--- src/rtl/ex_stage_mc_if.sv ---
// ID/EX-side request bus and EX/MEM-side result bus of the multi-cycle execute stage.
interface ex_stage_mc_if #(
  parameter int DATA_W = 16,
  parameter int IMM_W  = 6,
  parameter int RA_W   = 3
);
  logic              in_valid;
  logic              flush;
  logic [3:0]        alu_op;
  logic              alu_src;
  logic [DATA_W-1:0] reg1_data;
  logic [DATA_W-1:0] reg2_data;
  logic [IMM_W-1:0]  immediate;
  logic [RA_W-1:0]   rd;
  logic [RA_W-1:0]   rt;
  logic [1:0]        reg_dst;
  logic              reg_write;
  logic [1:0]        forward_a;
  logic [1:0]        forward_b;
  logic [DATA_W-1:0] mem_forward_data;
  logic [DATA_W-1:0] wb_forward_data;
  logic              stall;
  logic              exm_valid;
  logic [DATA_W-1:0] exm_result;
  logic              exm_zero;
  logic [RA_W-1:0]   exm_write_reg;
  logic              exm_reg_write;

  modport master (
    output in_valid, flush, alu_op, alu_src, reg1_data, reg2_data, immediate,
           rd, rt, reg_dst, reg_write, forward_a, forward_b,
           mem_forward_data, wb_forward_data,
    input  stall, exm_valid, exm_result, exm_zero, exm_write_reg, exm_reg_write
  );

  modport slave (
    input  in_valid, flush, alu_op, alu_src, reg1_data, reg2_data, immediate,
           rd, rt, reg_dst, reg_write, forward_a, forward_b,
           mem_forward_data, wb_forward_data,
    output stall, exm_valid, exm_result, exm_zero, exm_write_reg, exm_reg_write
  );
endinterface

--- src/rtl/ex_stage_mc.sv ---
// Execute stage with registered EX/MEM output and an iterative shift-add multiplier /
// restoring divider that holds the pipeline while it runs.
module ex_stage_mc #(
  parameter int DATA_W   = 16,
  parameter int IMM_W    = 6,
  parameter int RA_W     = 3,
  parameter int LINK_REG = 7
) (
  input logic          clk,
  input logic          rst_n,
  ex_stage_mc_if.slave bus
);
  localparam logic [3:0] ALU_ADD = 4'd0;
  localparam logic [3:0] ALU_SUB = 4'd1;
  localparam logic [3:0] ALU_AND = 4'd2;
  localparam logic [3:0] ALU_OR  = 4'd3;
  localparam logic [3:0] ALU_XOR = 4'd4;
  localparam logic [3:0] ALU_NOR = 4'd5;
  localparam logic [3:0] ALU_SLT = 4'd6;
  localparam logic [3:0] ALU_SLL = 4'd7;
  localparam logic [3:0] ALU_SRL = 4'd8;
  localparam logic [3:0] ALU_SRA = 4'd9;
  localparam logic [3:0] ALU_MUL = 4'd10;
  localparam logic [3:0] ALU_DIV = 4'd11;

  localparam int                 CNT_W    = $clog2(DATA_W);
  localparam logic [CNT_W-1:0]   CNT_LAST = CNT_W'(DATA_W - 1);

  typedef enum logic {IDLE = 1'b0, BUSY = 1'b1} state_t;

  state_t            state_r, state_n;
  logic [CNT_W-1:0]  cnt_r, cnt_n;
  logic [IMM_W-1:0]  imm_s;
  logic [DATA_W-1:0] imm_ext_s, op_a_s, fwd_b_s, op_b_s, alu_res_s;
  logic [CNT_W-1:0]  sh_s;
  logic              slt_s, mc_op_s, stall_s;
  logic [RA_W-1:0]   wreg_s;

  // a_r: multiplicand (MUL) or dividend/quotient (DIV); b_r: multiplier or divisor;
  // acc_r: partial product or partial remainder.
  logic [DATA_W-1:0] a_r, b_r, acc_r, a_n, b_n, acc_n;
  logic              div_r, div_n, mc_rw_r, mc_rw_n;
  logic [RA_W-1:0]   mc_wreg_r, mc_wreg_n;
  logic [DATA_W:0]   rem_sh_s;
  logic              div_ge_s;
  logic [DATA_W-1:0] div_rem_s, div_quo_s, mul_acc_s, mc_res_s;

  logic              exm_valid_r, exm_valid_n, exm_zero_r, exm_zero_n, exm_rw_r, exm_rw_n;
  logic [DATA_W-1:0] exm_result_r, exm_result_n;
  logic [RA_W-1:0]   exm_wreg_r, exm_wreg_n;

  assign imm_s     = bus.immediate;
  assign imm_ext_s = DATA_W'($signed(imm_s));
  assign sh_s      = op_b_s[CNT_W-1:0];
  assign slt_s     = $signed(op_a_s) < $signed(op_b_s);
  assign mc_op_s   = (bus.alu_op == ALU_MUL) || (bus.alu_op == ALU_DIV);

  // Forwarding muxes, immediate select and destination select.
  always_comb begin
    case (bus.forward_a)
      2'b01:   op_a_s = bus.mem_forward_data;
      2'b10:   op_a_s = bus.wb_forward_data;
      default: op_a_s = bus.reg1_data;
    endcase
    case (bus.forward_b)
      2'b01:   fwd_b_s = bus.mem_forward_data;
      2'b10:   fwd_b_s = bus.wb_forward_data;
      default: fwd_b_s = bus.reg2_data;
    endcase
    if (bus.alu_src) begin
      op_b_s = imm_ext_s;
    end else begin
      op_b_s = fwd_b_s;
    end
    case (bus.reg_dst)
      2'b01:   wreg_s = bus.rt;
      2'b10:   wreg_s = RA_W'(LINK_REG);
      default: wreg_s = bus.rd;
    endcase
  end

  // Single-cycle ALU.
  always_comb begin
    alu_res_s = '0;
    case (bus.alu_op)
      ALU_ADD: alu_res_s = op_a_s + op_b_s;
      ALU_SUB: alu_res_s = op_a_s - op_b_s;
      ALU_AND: alu_res_s = op_a_s & op_b_s;
      ALU_OR:  alu_res_s = op_a_s | op_b_s;
      ALU_XOR: alu_res_s = op_a_s ^ op_b_s;
      ALU_NOR: alu_res_s = ~(op_a_s | op_b_s);
      ALU_SLT: alu_res_s = {{(DATA_W-1){1'b0}}, slt_s};
      ALU_SLL: alu_res_s = op_a_s << sh_s;
      ALU_SRL: alu_res_s = op_a_s >> sh_s;
      ALU_SRA: alu_res_s = DATA_W'($signed(op_a_s) >>> sh_s);
      default: alu_res_s = '0;
    endcase
  end

  // One multiply or divide iteration; a zero divisor always compares ">=" so the quotient fills with ones.
  always_comb begin
    rem_sh_s  = {acc_r, a_r[DATA_W-1]};
    div_ge_s  = rem_sh_s >= {1'b0, b_r};
    div_quo_s = {a_r[DATA_W-2:0], div_ge_s};
    if (div_ge_s) begin
      div_rem_s = rem_sh_s[DATA_W-1:0] - b_r;
    end else begin
      div_rem_s = rem_sh_s[DATA_W-1:0];
    end
    if (b_r[0]) begin
      mul_acc_s = acc_r + a_r;
    end else begin
      mul_acc_s = acc_r;
    end
    if (div_r) begin
      mc_res_s = div_quo_s;
    end else begin
      mc_res_s = mul_acc_s;
    end
  end

  // Next-state, stall and EX/MEM load decisions.
  always_comb begin
    state_n      = state_r;
    cnt_n        = cnt_r;
    a_n          = a_r;
    b_n          = b_r;
    acc_n        = acc_r;
    div_n        = div_r;
    mc_rw_n      = mc_rw_r;
    mc_wreg_n    = mc_wreg_r;
    exm_valid_n  = 1'b0;
    exm_rw_n     = 1'b0;
    exm_result_n = exm_result_r;
    exm_zero_n   = exm_zero_r;
    exm_wreg_n   = exm_wreg_r;
    stall_s      = 1'b0;
    if (bus.flush) begin
      state_n = IDLE;
      cnt_n   = '0;
    end else if (state_r == IDLE) begin
      if (bus.in_valid && mc_op_s) begin
        stall_s   = 1'b1;
        state_n   = BUSY;
        cnt_n     = '0;
        a_n       = op_a_s;
        b_n       = op_b_s;
        acc_n     = '0;
        div_n     = (bus.alu_op == ALU_DIV);
        mc_rw_n   = bus.reg_write;
        mc_wreg_n = wreg_s;
      end else if (bus.in_valid) begin
        exm_valid_n  = 1'b1;
        exm_rw_n     = bus.reg_write;
        exm_result_n = alu_res_s;
        exm_zero_n   = (alu_res_s == '0);
        exm_wreg_n   = wreg_s;
      end else begin
        state_n = IDLE;
      end
    end else begin
      cnt_n = cnt_r + CNT_W'(1);
      if (div_r) begin
        a_n   = div_quo_s;
        acc_n = div_rem_s;
      end else begin
        a_n   = {a_r[DATA_W-2:0], 1'b0};
        b_n   = {1'b0, b_r[DATA_W-1:1]};
        acc_n = mul_acc_s;
      end
      if (cnt_r == CNT_LAST) begin
        state_n      = IDLE;
        cnt_n        = '0;
        exm_valid_n  = 1'b1;
        exm_rw_n     = mc_rw_r;
        exm_result_n = mc_res_s;
        exm_zero_n   = (mc_res_s == '0);
        exm_wreg_n   = mc_wreg_r;
      end else begin
        stall_s = 1'b1;
      end
    end
  end

  // FSM state and iteration counter.
  always_ff @(posedge clk or negedge rst_n) begin
    if (!rst_n) begin
      state_r <= IDLE;
      cnt_r   <= '0;
    end else begin
      state_r <= state_n;
      cnt_r   <= cnt_n;
    end
  end

  // Latched multi-cycle operands/accumulator and the EX/MEM register.
  always_ff @(posedge clk or negedge rst_n) begin
    if (!rst_n) begin
      a_r          <= '0;
      b_r          <= '0;
      acc_r        <= '0;
      div_r        <= 1'b0;
      mc_rw_r      <= 1'b0;
      mc_wreg_r    <= '0;
      exm_valid_r  <= 1'b0;
      exm_rw_r     <= 1'b0;
      exm_result_r <= '0;
      exm_zero_r   <= 1'b0;
      exm_wreg_r   <= '0;
    end else begin
      a_r          <= a_n;
      b_r          <= b_n;
      acc_r        <= acc_n;
      div_r        <= div_n;
      mc_rw_r      <= mc_rw_n;
      mc_wreg_r    <= mc_wreg_n;
      exm_valid_r  <= exm_valid_n;
      exm_rw_r     <= exm_rw_n;
      exm_result_r <= exm_result_n;
      exm_zero_r   <= exm_zero_n;
      exm_wreg_r   <= exm_wreg_n;
    end
  end

  assign bus.stall         = rst_n & stall_s;
  assign bus.exm_valid     = exm_valid_r;
  assign bus.exm_result    = exm_result_r;
  assign bus.exm_zero      = exm_zero_r;
  assign bus.exm_write_reg = exm_wreg_r;
  assign bus.exm_reg_write = exm_rw_r;
endmodule

--- src/flat_wrapper.sv ---
// flat-port wrapper written by rule: the top's interface ports become plain ports
module ex_stage_mc_flat 
#(
  parameter int DATA_W   = 16,
  parameter int IMM_W    = 6,
  parameter int RA_W     = 3,
  parameter int LINK_REG = 7
)
  (clk, rst_n, bus_in_valid, bus_flush, bus_alu_op, bus_alu_src, bus_reg1_data, bus_reg2_data, bus_immediate, bus_rd, bus_rt, bus_reg_dst, bus_reg_write, bus_forward_a, bus_forward_b, bus_mem_forward_data, bus_wb_forward_data, bus_stall, bus_exm_valid, bus_exm_result, bus_exm_zero, bus_exm_write_reg, bus_exm_reg_write);
  ex_stage_mc_if #(.DATA_W(DATA_W), .IMM_W(IMM_W), .RA_W(RA_W)) bus_i ();
  input logic clk;
  input logic rst_n;
  input wire logic [$bits(bus_i.in_valid)-1:0] bus_in_valid;
  input wire logic [$bits(bus_i.flush)-1:0] bus_flush;
  input wire logic [$bits(bus_i.alu_op)-1:0] bus_alu_op;
  input wire logic [$bits(bus_i.alu_src)-1:0] bus_alu_src;
  input wire logic [$bits(bus_i.reg1_data)-1:0] bus_reg1_data;
  input wire logic [$bits(bus_i.reg2_data)-1:0] bus_reg2_data;
  input wire logic [$bits(bus_i.immediate)-1:0] bus_immediate;
  input wire logic [$bits(bus_i.rd)-1:0] bus_rd;
  input wire logic [$bits(bus_i.rt)-1:0] bus_rt;
  input wire logic [$bits(bus_i.reg_dst)-1:0] bus_reg_dst;
  input wire logic [$bits(bus_i.reg_write)-1:0] bus_reg_write;
  input wire logic [$bits(bus_i.forward_a)-1:0] bus_forward_a;
  input wire logic [$bits(bus_i.forward_b)-1:0] bus_forward_b;
  input wire logic [$bits(bus_i.mem_forward_data)-1:0] bus_mem_forward_data;
  input wire logic [$bits(bus_i.wb_forward_data)-1:0] bus_wb_forward_data;
  output wire logic [$bits(bus_i.stall)-1:0] bus_stall;
  output wire logic [$bits(bus_i.exm_valid)-1:0] bus_exm_valid;
  output wire logic [$bits(bus_i.exm_result)-1:0] bus_exm_result;
  output wire logic [$bits(bus_i.exm_zero)-1:0] bus_exm_zero;
  output wire logic [$bits(bus_i.exm_write_reg)-1:0] bus_exm_write_reg;
  output wire logic [$bits(bus_i.exm_reg_write)-1:0] bus_exm_reg_write;
  assign bus_i.in_valid = bus_in_valid;
  assign bus_i.flush = bus_flush;
  assign bus_i.alu_op = bus_alu_op;
  assign bus_i.alu_src = bus_alu_src;
  assign bus_i.reg1_data = bus_reg1_data;
  assign bus_i.reg2_data = bus_reg2_data;
  assign bus_i.immediate = bus_immediate;
  assign bus_i.rd = bus_rd;
  assign bus_i.rt = bus_rt;
  assign bus_i.reg_dst = bus_reg_dst;
  assign bus_i.reg_write = bus_reg_write;
  assign bus_i.forward_a = bus_forward_a;
  assign bus_i.forward_b = bus_forward_b;
  assign bus_i.mem_forward_data = bus_mem_forward_data;
  assign bus_i.wb_forward_data = bus_wb_forward_data;
  assign bus_stall = bus_i.stall;
  assign bus_exm_valid = bus_i.exm_valid;
  assign bus_exm_result = bus_i.exm_result;
  assign bus_exm_zero = bus_i.exm_zero;
  assign bus_exm_write_reg = bus_i.exm_write_reg;
  assign bus_exm_reg_write = bus_i.exm_reg_write;
  ex_stage_mc #(.DATA_W(DATA_W), .IMM_W(IMM_W), .RA_W(RA_W), .LINK_REG(LINK_REG)) u_core (.clk(clk), .rst_n(rst_n), .bus(bus_i));
endmodule
--- config.mk ---
export PLATFORM = sky130hd
export DESIGN_NAME = ex_stage_mc_flat
export DESIGN_NICKNAME = d
export VERILOG_FILES = /design/src/rtl/ex_stage_mc_if.sv /design/src/rtl/ex_stage_mc.sv /design/src/flat_wrapper.sv
export SDC_FILE = /design/constraint.sdc
export NUM_CORES = 1
export LEC_CHECK = 0
export ABC_AREA = 1
export BUFFER_PORTS_ARGS = -buffer_cell sky130_fd_sc_hd__buf_4
export CAP_MARGIN = 20
export CORE_MARGIN = 4
export CORE_UTILIZATION = 55
export DETAILED_ROUTE_END_ITERATION = 10
export PLACE_DENSITY_LB_ADDON = 0.15
export SLEW_MARGIN = 20
export SYNTH_ARGS = -nofsm -noshare
export SYNTH_HDL_FRONTEND = slang
export SYNTH_SLANG_ARGS = --single-unit
export TNS_END_PERCENT = 50
--- constraint.sdc ---
create_clock -name clk -period 2.4 [get_ports clk]
set_clock_uncertainty 0.15 [all_clocks]
set_input_delay 0.48 -clock clk [delete_from_list [all_inputs] [get_ports clk]]
set_output_delay 0.48 -clock clk [all_outputs]
set_load 0.02 [all_outputs]
==> flow_metrics.tcl, run 1 <==
set metrics [dict create \
    status "stopped before the end" \
    haltStage "global routing" \
    error_line "[ERROR GRT-0232] Routing congestion too high. Check the congestion heatmap in the GUI." \
    grtUsageTotal_pct 85.7 \
    grt_max_degree 56 \
    yosys_warnings 0 \
    cts.sinks 80 \
    synthesis.area_sq_um 10700 \
    synth_cell_types 52 \
    htree_levels 3 \
    synth_top_flop_cell "dfrtp_1" \
    syn_avg_cell_area_sq_um 6.06 \
    endpoint_type "sequential cell input" \
    gp_congestion 1.05 \
    seq_area_frac_synth_pct 18.6 \
    die_h_um 148 \
    cts_root_buf "clkbuf_16" \
    dp_slack_ns -1.55 \
    row_count 50 \
    dpl.cell_count 2456 \
    async_flop_share_pct 100 \
    overflow 574 \
    dp_hpwl_um 36900 \
    synth_edf_count 0 \
    synth_nets 1958 \
    pin_count 115 \
    syn_inst 1773 \
    die-width_um 148 \
    port_buffers 114 \
    start_util_pct 56.7 \
    crit_endpoint "u_core.bus.exm_zero$_DFFE_PN0P_/D" \
    cts_hold_buf 0 \
    cts_buffers 9 \
    synth_seq_cells 80 \
    clockBufferDepth 2 \
]
## per-stage QoR
step / TNS [ns] / hold slack, ns / cell area (sq um) / util [%]
global placement: -22.84 / 0.305 / 14800 / 78.3
floorplan: -11.77 / 0.0344 / 11100 / -
CTS: -13.43 / 0.103 / 16500 / 87.0
detailed placement: -25.74 / 0.318 / 14800 / 78.3
## layer usage
| layer | GRT overflow | track usage (%) |
|---|---|---|
| met2 | 385 | 103 |
| met5 | 0 | 40.9 |
| met3 | 8 | 71.2 |
| met1 | 9 | 80.7 |
| met4 | 172 | 93.0 |
## synth_stat cells, types with 4 or more instances
cell	n	area [sq um]
nand2_1	473	1780
nand3_1	205	1030
a21oi_1	180	901
inv_1	170	638
o21ai_0	159	796
nor2_1	109	409
ha_1	89	1110
dfrtp_1	80	2000
buf_2	35	175
clkbuf_1	35	131
nor3_1	20	100
nand4_1	19	119
a22o_1	17	149
o22ai_1	17	106
a31oi_1	12	75.1
nand2_2	12	75.1
xor2_1	12	105
o211ai_1	11	82.6
nand3_2	10	100
or2_2	10	62.6
a21o_1	8	60.1
o21ai_1	8	40.0
xnor2_1	8	70.1
buf_6	7	78.8
buf_4	6	45.0
a221oi_1	5	43.8
inv_2	5	18.8
or2_0	5	31.3
fa_1	4	80.1
nand2_4	4	45.0
o21bai_1	4	30.0
or2_1	4	25.0
## timing repair
item	4_1_cts
buffers inserted	50
gates cloned	3
gates resized for setup	275
endpoints found under the setup margin	35
pin swaps	126
## cell families after synthesis
family / after synthesis / share of synthesized area (%)
buffers and inverters: 262 / 10.4
adders and majority gates: 93 / 11.1
DFF: 80 / 18.6
and+or+nand+nor: 878 / 35.5
xor gates and xnor gates: 20 / 1.63
AOI/OAI and AO/OA: 440 / 22.7
==> run 2, diff against run 1 <==
--- a/config.mk
+++ b/config.mk
@@ -9,7 +9,7 @@
 export BUFFER_PORTS_ARGS = -buffer_cell sky130_fd_sc_hd__buf_4
 export CAP_MARGIN = 20
 export CORE_MARGIN = 4
-export CORE_UTILIZATION = 55
+export CORE_UTILIZATION = 40
 export DETAILED_ROUTE_END_ITERATION = 10
 export PLACE_DENSITY_LB_ADDON = 0.15
 export SLEW_MARGIN = 20
==> constraint.sdc (replaced) <==
create_clock -name clk -period 3.1 [get_ports clk]
set_clock_uncertainty 0.15 [all_clocks]
set_input_delay 0.62 -clock clk [delete_from_list [all_inputs] [get_ports clk]]
set_output_delay 0.62 -clock clk [all_outputs]
set_load 0.02 [all_outputs]
==> run 2 against run 1 <==
Effect of this change:
- the flow now finishes, with violations (negative setup slack)
- synthesized area is the same
- synthesized cell count did not move
==> flow_metrics.tcl, run 2 <==
set metrics [dict create \
    vdd_drop_max_mv 0.272 \
    final_cell_mix "424 x nand2_1, 363 x buf_4, 188 x nand3_1" \
    fin_tns_setup_ns -3.41 \
    hold_slack_ns 0.0384 \
    port_buffers 114 \
    crit_type "input pin to register" \
    start_util_pct 40.9 \
    dp_hpwl_um 37000 \
    die_area_sq_um 29600 \
    row_count 59 \
    power_density_nw_per_um2 599 \
    yosysMostFrequentCell "nand2_1" \
    crit_path_end_kind "register" \
    antenna_found_initial 0 \
    rsz0062_at_grt "yes" \
    setup_ws_ns -0.365 \
    wl_per_cell_um 18.9 \
    grt_pass1_vias 13300 \
    grt_pass1_wl_um 71700 \
    min_period_ns 3.47 \
    yosys_warnings 0 \
    drv_cap 0 \
    cts_buffers 9 \
    p_leak_nw 7.70 \
    wirelength_um 46200 \
    pin_count 115 \
    async_flop_share_pct 100 \
    syn_avg_cell_area_sq_um 6.06 \
    final_util_pct 59.0 \
    area.growth.synth_to_final_pct 44.2 \
    drive_above_1_share_pct 32.1 \
    status "finished, violations left" \
    min_path_type "input pin to async pin" \
    drc 0 \
    cts_root_buf "clkbuf_16" \
    synth_area_leaders "dfrtp_1 19%, nand2_1 17%, ha_1 10%" \
    synthesis.area_sq_um 10700 \
    fin_crit_sh_pct 112 \
    n_antenna_cell 0 \
    n_fill_cell 2561 \
    nets 2286 \
    viasPerCell 5.56 \
    max_slew_margin_pct 51.1 \
    htree_levels 3 \
    die_h_um 172 \
    crit_required_ns 3.19 \
    clockBufferDepth 2 \
    start_kind "input pin" \
    setup_viol 17 \
    syn_inst 1773 \
    cts_tree "yes" \
    cp_max_fo 11 \
    synth_commonest_cells "473 x nand2_1, 205 x nand3_1, 180 x a21oi_1" \
    cts_hold_buf 0 \
    synth_edf_count 0 \
    synth_nets 1958 \
    synth_top_flop_cell "dfrtp_1" \
    clkSlewWorstSetupHoldPaths_ns 0.07 \
    dp_slack_ns -1.13 \
    hold_viol 0 \
    seq_area_frac_synth_pct 18.6 \
    synth_seq_cells 80 \
    power.total_w 0.00929 \
    clk_latency_ns 0.34 \
    fmax_ghz 0.289 \
    drt_iter0_markers 917 \
    yosysTopAreaCell "dfrtp_1" \
    core_sq_um 26300 \
    synth_cell_types 52 \
    grtUsageTotal_pct 30.7 \
    netlist.area_leader.share_pct 18.6 \
    grt_max_degree 57 \
    violations "negative setup slack" \
    overflow 0 \
    die-width_um 172 \
    cts.sinks 80 \
    critPathArrivalTime_ns 3.55 \
    final_antenna_net_count 0 \
    gp_congestion 1.01 \
    vias 13600 \
    worst_pin_slew_ns 0.734 \
    slew_viol_final 0 \
    layout_commonest_cell "nand2_1" \
    dr.pass1.iters 5 \
]
-- run 2: timing repair --
| action | CTS | global route |
|---|---|---|
| hold endpoints to repair | 0 | 0 |
| gates resized for setup | 195 | 83 |
| buffers inserted | 35 | 14 |
| pin swaps | 84 | 62 |
| setup endpoints to repair | 17 | 17 |
-- run 2: kinds of logic (layout without fill, tap and decap cells) --
group                      Yosys count  in the layout  share of synthesized area, %
AOI/OAI and AO/OA                  440            440                          22.7
xor gates and xnor gates            20             20                          1.63
adders and majority gates           93             93                          11.1
buffers and inverters              262            595                          10.4
DFF                                 80             80                          18.6
and+or+nand+nor                    878            878                          35.5
-- run 2: critical path: stages --
cell and delay [ns]:
buf_8 0.09, inv_6 0.03, ha_4 0.32, buf_4 0.20
nand2_1 0.10, a31oi_4 0.20, buf_4 0.14, inv_1 0.05
ha_1 0.20, inv_2 0.07, o21ai_2 0.07, a21oi_2 0.19
nand2_4 0.09, buf_6 0.13, a21o_1 0.17, or2_1 0.20
nand3_1 0.06, nand2_1 0.06, nor2_2 0.14, buf_4 0.13
a21oi_1 0.07, a22o_1 0.22
-- run 2: report_power, final --
group | switching [W] | internal (W) | total, W
Combinational | 0.00381 | 0.00261 | 0.00642
Sequential | 0.000322 | 0.00133 | 0.00165
Clock | 0.000473 | 0.000741 | 0.00121
Total | 0.00460 | 0.00468 | 0.00929
-- run 2: per-stage QoR --
step	area [sq um]	instances
4_1_cts	15100	2430
3_3_place_gp	13700	2384
2_1_floorplan	11100	1773
3_5_place_dp	13700	2384
6_report	15500	2441
5_1_grt	15500	2441
-- run 2: per-layer routing --
metal	vias to the layer above	global-route usage [%]	wire, um
li1	6643	-	-
met1	6372	38.6	19000
met2	452	53.7	22500
met3	111	3.04	2380
met4	0	12.6	2290
met5	-	0	0
-- run 2: path summary, 6_finish.rpt --
check	start	slack (ns)	endpoint	cells past startpoint
worst min-delay path	rst_n	0.04	u_core.acc_r[14]$_DFFE_PN0P_	1
worst max-delay path	bus_forward_b[0]	-0.37	u_core.bus.exm_result[12]$_DFFE_PN0P_	22
min in group clk	u_core.mc_wreg_r[1]$_DFFE_PN0P_	0.33	u_core.mc_wreg_r[1]$_DFFE_PN0P_	2
max in group asynchronous	rst_n	1.70	u_core.acc_r[0]$_DFFE_PN0P_	2
worst max register to register	u_core.acc_r[0]$_DFFE_PN0P_	0.02	u_core.bus.exm_zero$_DFFE_PN0P_	16
worst min register to register	u_core.mc_wreg_r[1]$_DFFE_PN0P_	0.33	u_core.mc_wreg_r[1]$_DFFE_PN0P_	2
-- run 2: final cells by class --
class,count,area (sq um),share of cell area [%]
clock buffer,10,239,1.54
tap,335,419,2.71
timing repair buffer,403,3260,21.1
sequential,80,2000,12.9
multi-input combinational,1431,8770,56.6
inverter,176,701,4.52
clock inverter,6,97.6,0.630
Power figures use the tool's default switching activity.
==> run 3, diff against run 2 <==
--- a/config.mk
+++ b/config.mk
@@ -6,11 +6,11 @@
 export NUM_CORES = 1
 export LEC_CHECK = 0
 export ABC_AREA = 1
-export BUFFER_PORTS_ARGS = -buffer_cell sky130_fd_sc_hd__buf_4
 export CAP_MARGIN = 20
 export CORE_MARGIN = 4
-export CORE_UTILIZATION = 40
+export CORE_UTILIZATION = 60
 export DETAILED_ROUTE_END_ITERATION = 10
+export DONT_BUFFER_PORTS = 1
 export PLACE_DENSITY_LB_ADDON = 0.15
 export SLEW_MARGIN = 20
 export SYNTH_ARGS = -nofsm -noshare
==> run 3 against run 2 <==
Effect of this change:
- count of clock-buffer cells in the layout unchanged
- die area down 32%
- fmax down 0.32%
- the flow still finishes with violations (negative setup slack)
- non-clock buffer count down 139
- first-iteration DRC count up 96%
- largest cell class unchanged
- global-route usage up 12 points
- wire length down 1.7%
- sequential share of layout area up 1.5 points
- flip-flop and latch count unchanged
- register-to-register slack better by 0.02 ns
==> flow_metrics.tcl, run 3 (same netlist as run 2, synthesis figures left out) <==
set metrics [dict create \
    dr.pass1.iters 7 \
    clockBufferDepth 2 \
    final_cell_mix "436 x nand2_1, 249 x buf_4, 188 x nand3_1" \
    cpPeakStageDelay_ns 0.42 \
    min_period_ns 3.48 \
    p_int_w 0.00422 \
    rr_startpoint "u_core.acc_r[0]$_DFFE_PN0P_" \
    p_sw_w 0.00447 \
    grt_max_degree 81 \
    die_area_sq_um 20100 \
    drive_above_1_share_pct 25.7 \
    start_util_pct 61.7 \
    row_count 48 \
    max_slew_margin_pct 42.8 \
    status "finished, violations left" \
    cts.sinks 80 \
    r2r_cells 17 \
    timing.rr.end "u_core.bus.exm_zero$_DFFE_PN0P_" \
    crit_required_ns 3.24 \
    area.growth.synth_to_final_pct 28.7 \
    pin_count 115 \
    crit_top_cell "nand2_1" \
    drt_iter0_markers 1796 \
    violations "negative setup slack" \
    vdd_drop_max_mv 0.596 \
    rsz0062_at_grt "yes" \
    slew_viol_final 0 \
    setup_ws_ns -0.376 \
    cp_max_fo 6 \
    power_density_nw_per_um2 629 \
    clk_latency_ns 0.35 \
    stdcell_count 2194 \
    die-width_um 142 \
    die_h_um 142 \
    cts_root_buf "clkbuf_16" \
    core_sq_um 17400 \
    crit_type "input pin to register" \
    fin_crit_sh_pct 112 \
    hold_slack_ns 0.0134 \
    swShare_pct 51.4 \
    startpoint "bus_forward_b[0]" \
    final_antenna_net_count 0 \
    seqPwrFrac_pct 19.7 \
    combPwrFrac_pct 68.4 \
    vias 14000 \
    n_fill_cell 1291 \
    drc 0 \
    gp_congestion 1.04 \
    clkSlewWorstSetupHoldPaths_ns 0.07 \
    fin_tns_setup_ns -3.28 \
    layout_commonest_cell "nand2_1" \
    power.total_w 0.00870 \
    crit_family "simple AND/OR/NAND/NOR gates" \
    cts_buffers 9 \
    start_kind "input pin" \
    nets 2148 \
    grtUsageTotal_pct 42.4 \
    overflow 0 \
    port_buffers 0 \
    grt_pass1_wl_um 68400 \
    fmax_ghz 0.288 \
    drv_cap 0 \
    cts_tree "yes" \
    dpl.cell_count 2140 \
    critPathArrivalTime_ns 3.62 \
    setup_viol 17 \
    min_path_type "input pin to async pin" \
    grt_pass1_vias 13200 \
    p_leak_nw 6.91 \
    htree_levels 3 \
    final_util_pct 79.4 \
    cp.depth 25 \
    rrSetupSlack_ns 0.04 \
    worst_pin_slew_ns 0.856 \
    hold_viol 0 \
    dp_hpwl_um 32500 \
    wl_per_cell_um 20.7 \
    wirelength_um 45400 \
    crit_slowest_cell "fa_2" \
    viasPerCell 6.39 \
    power.share.clock_pct 11.9 \
    crit_path_end_kind "register" \
    cp_num_buf_inv 4 \
    cp-endpoint "u_core.bus.exm_zero$_DFFE_PN0P_" \
    antenna_found_initial 1 \
]
[run 3: layout make-up]
class,count,area (sq um),share of cell area (%)
clock buffers,10,239,1.73
well taps,225,282,2.03
inverters,176,703,5.08
diodes,1,2.50,0.0181
flip-flops and latches,80,2000,14.5
multi-input cells,1431,8460,61.2
clock inverters,6,50.0,0.362
repair inverters,1,7.51,0.0543
repair buffers,264,2090,15.1
[run 3: worst min-delay path by stage]
stage / from / end / slack (ns) / depth (start not counted)
2_1_floorplan: rst_n / u_core.a_r[0]$_DFFE_PN0P_ / 0.17 / 0
3_3_place_gp: rst_n / u_core.b_r[11]$_DFFE_PN0P_ / 0.18 / 0
3_5_place_dp: rst_n / u_core.b_r[11]$_DFFE_PN0P_ / 0.18 / 0
4_1_cts: rst_n / u_core.b_r[11]$_DFFE_PN0P_ / 0.04 / 1
5_1_grt: rst_n / u_core.b_r[12]$_DFFE_PN0P_ / 0.03 / 1
6_report: rst_n / u_core.b_r[12]$_DFFE_PN0P_ / 0.01 / 1
[run 3: per-layer routing]
layer | share of wire (%) | vias up | global-route usage, %
met1 | 35 | 6325 | 50.4
li1 | - | 6375 | -
met3 | 10 | 323 | 6.81
met5 | 0 | - | 0
met2 | 45 | 986 | 70.0
met4 | 9.4 | 0 | 29.2
[run 3: timing repair]
item | in CTS | in global routing
hold endpoints to repair | 80 | 0
buffers inserted | 19 | 16
resized for setup | 126 | 66
gates cloned | 2 | 0
endpoints found under the setup margin | 17 | 19
pin swaps | 63 | 53
hold buffers | 1 | 0
[run 3: power by group through the flow]
| stage | Combinational, W | Clock, W | Sequential [W] |
|---|---|---|---|
| floorplan | 0.00356 | 0 | 0.00160 |
| global placement | 0.00510 | 0 | 0.00170 |
| detailed placement | 0.00521 | 0 | 0.00171 |
| global route | 0.00647 | 0.00108 | 0.00173 |
| CTS | 0.00554 | 0.00104 | 0.00169 |
| finish | 0.00595 | 0.00104 | 0.00171 |
[run 3: worst reg2reg max path, cell delays in order, from the launching register on]
cell and delay, ns:
dfrtp_1 0.41, ha_1 0.26, fa_1 0.45, nand3_1 0.12, nand2_1 0.10, nand3_1 0.13
nand3_1 0.11, nand2_1 0.08, nand3_1 0.09, o211ai_1 0.10, inv_1 0.09, a21oi_1 0.36
nand2_1 0.09, nor2_1 0.15, nand3_1 0.11, nand2_1 0.08, nand2_1 0.05, nand2_1 0.07
[run 3: per-stage QoR]
step	area [sq um]	worst slack, ns
final	13800	-0.376
after global routing	13800	-0.778
after CTS	13500	-0.143
after detailed placement	12500	-0.824
after global placement	12500	-0.829
after floorplan	11100	-0.328
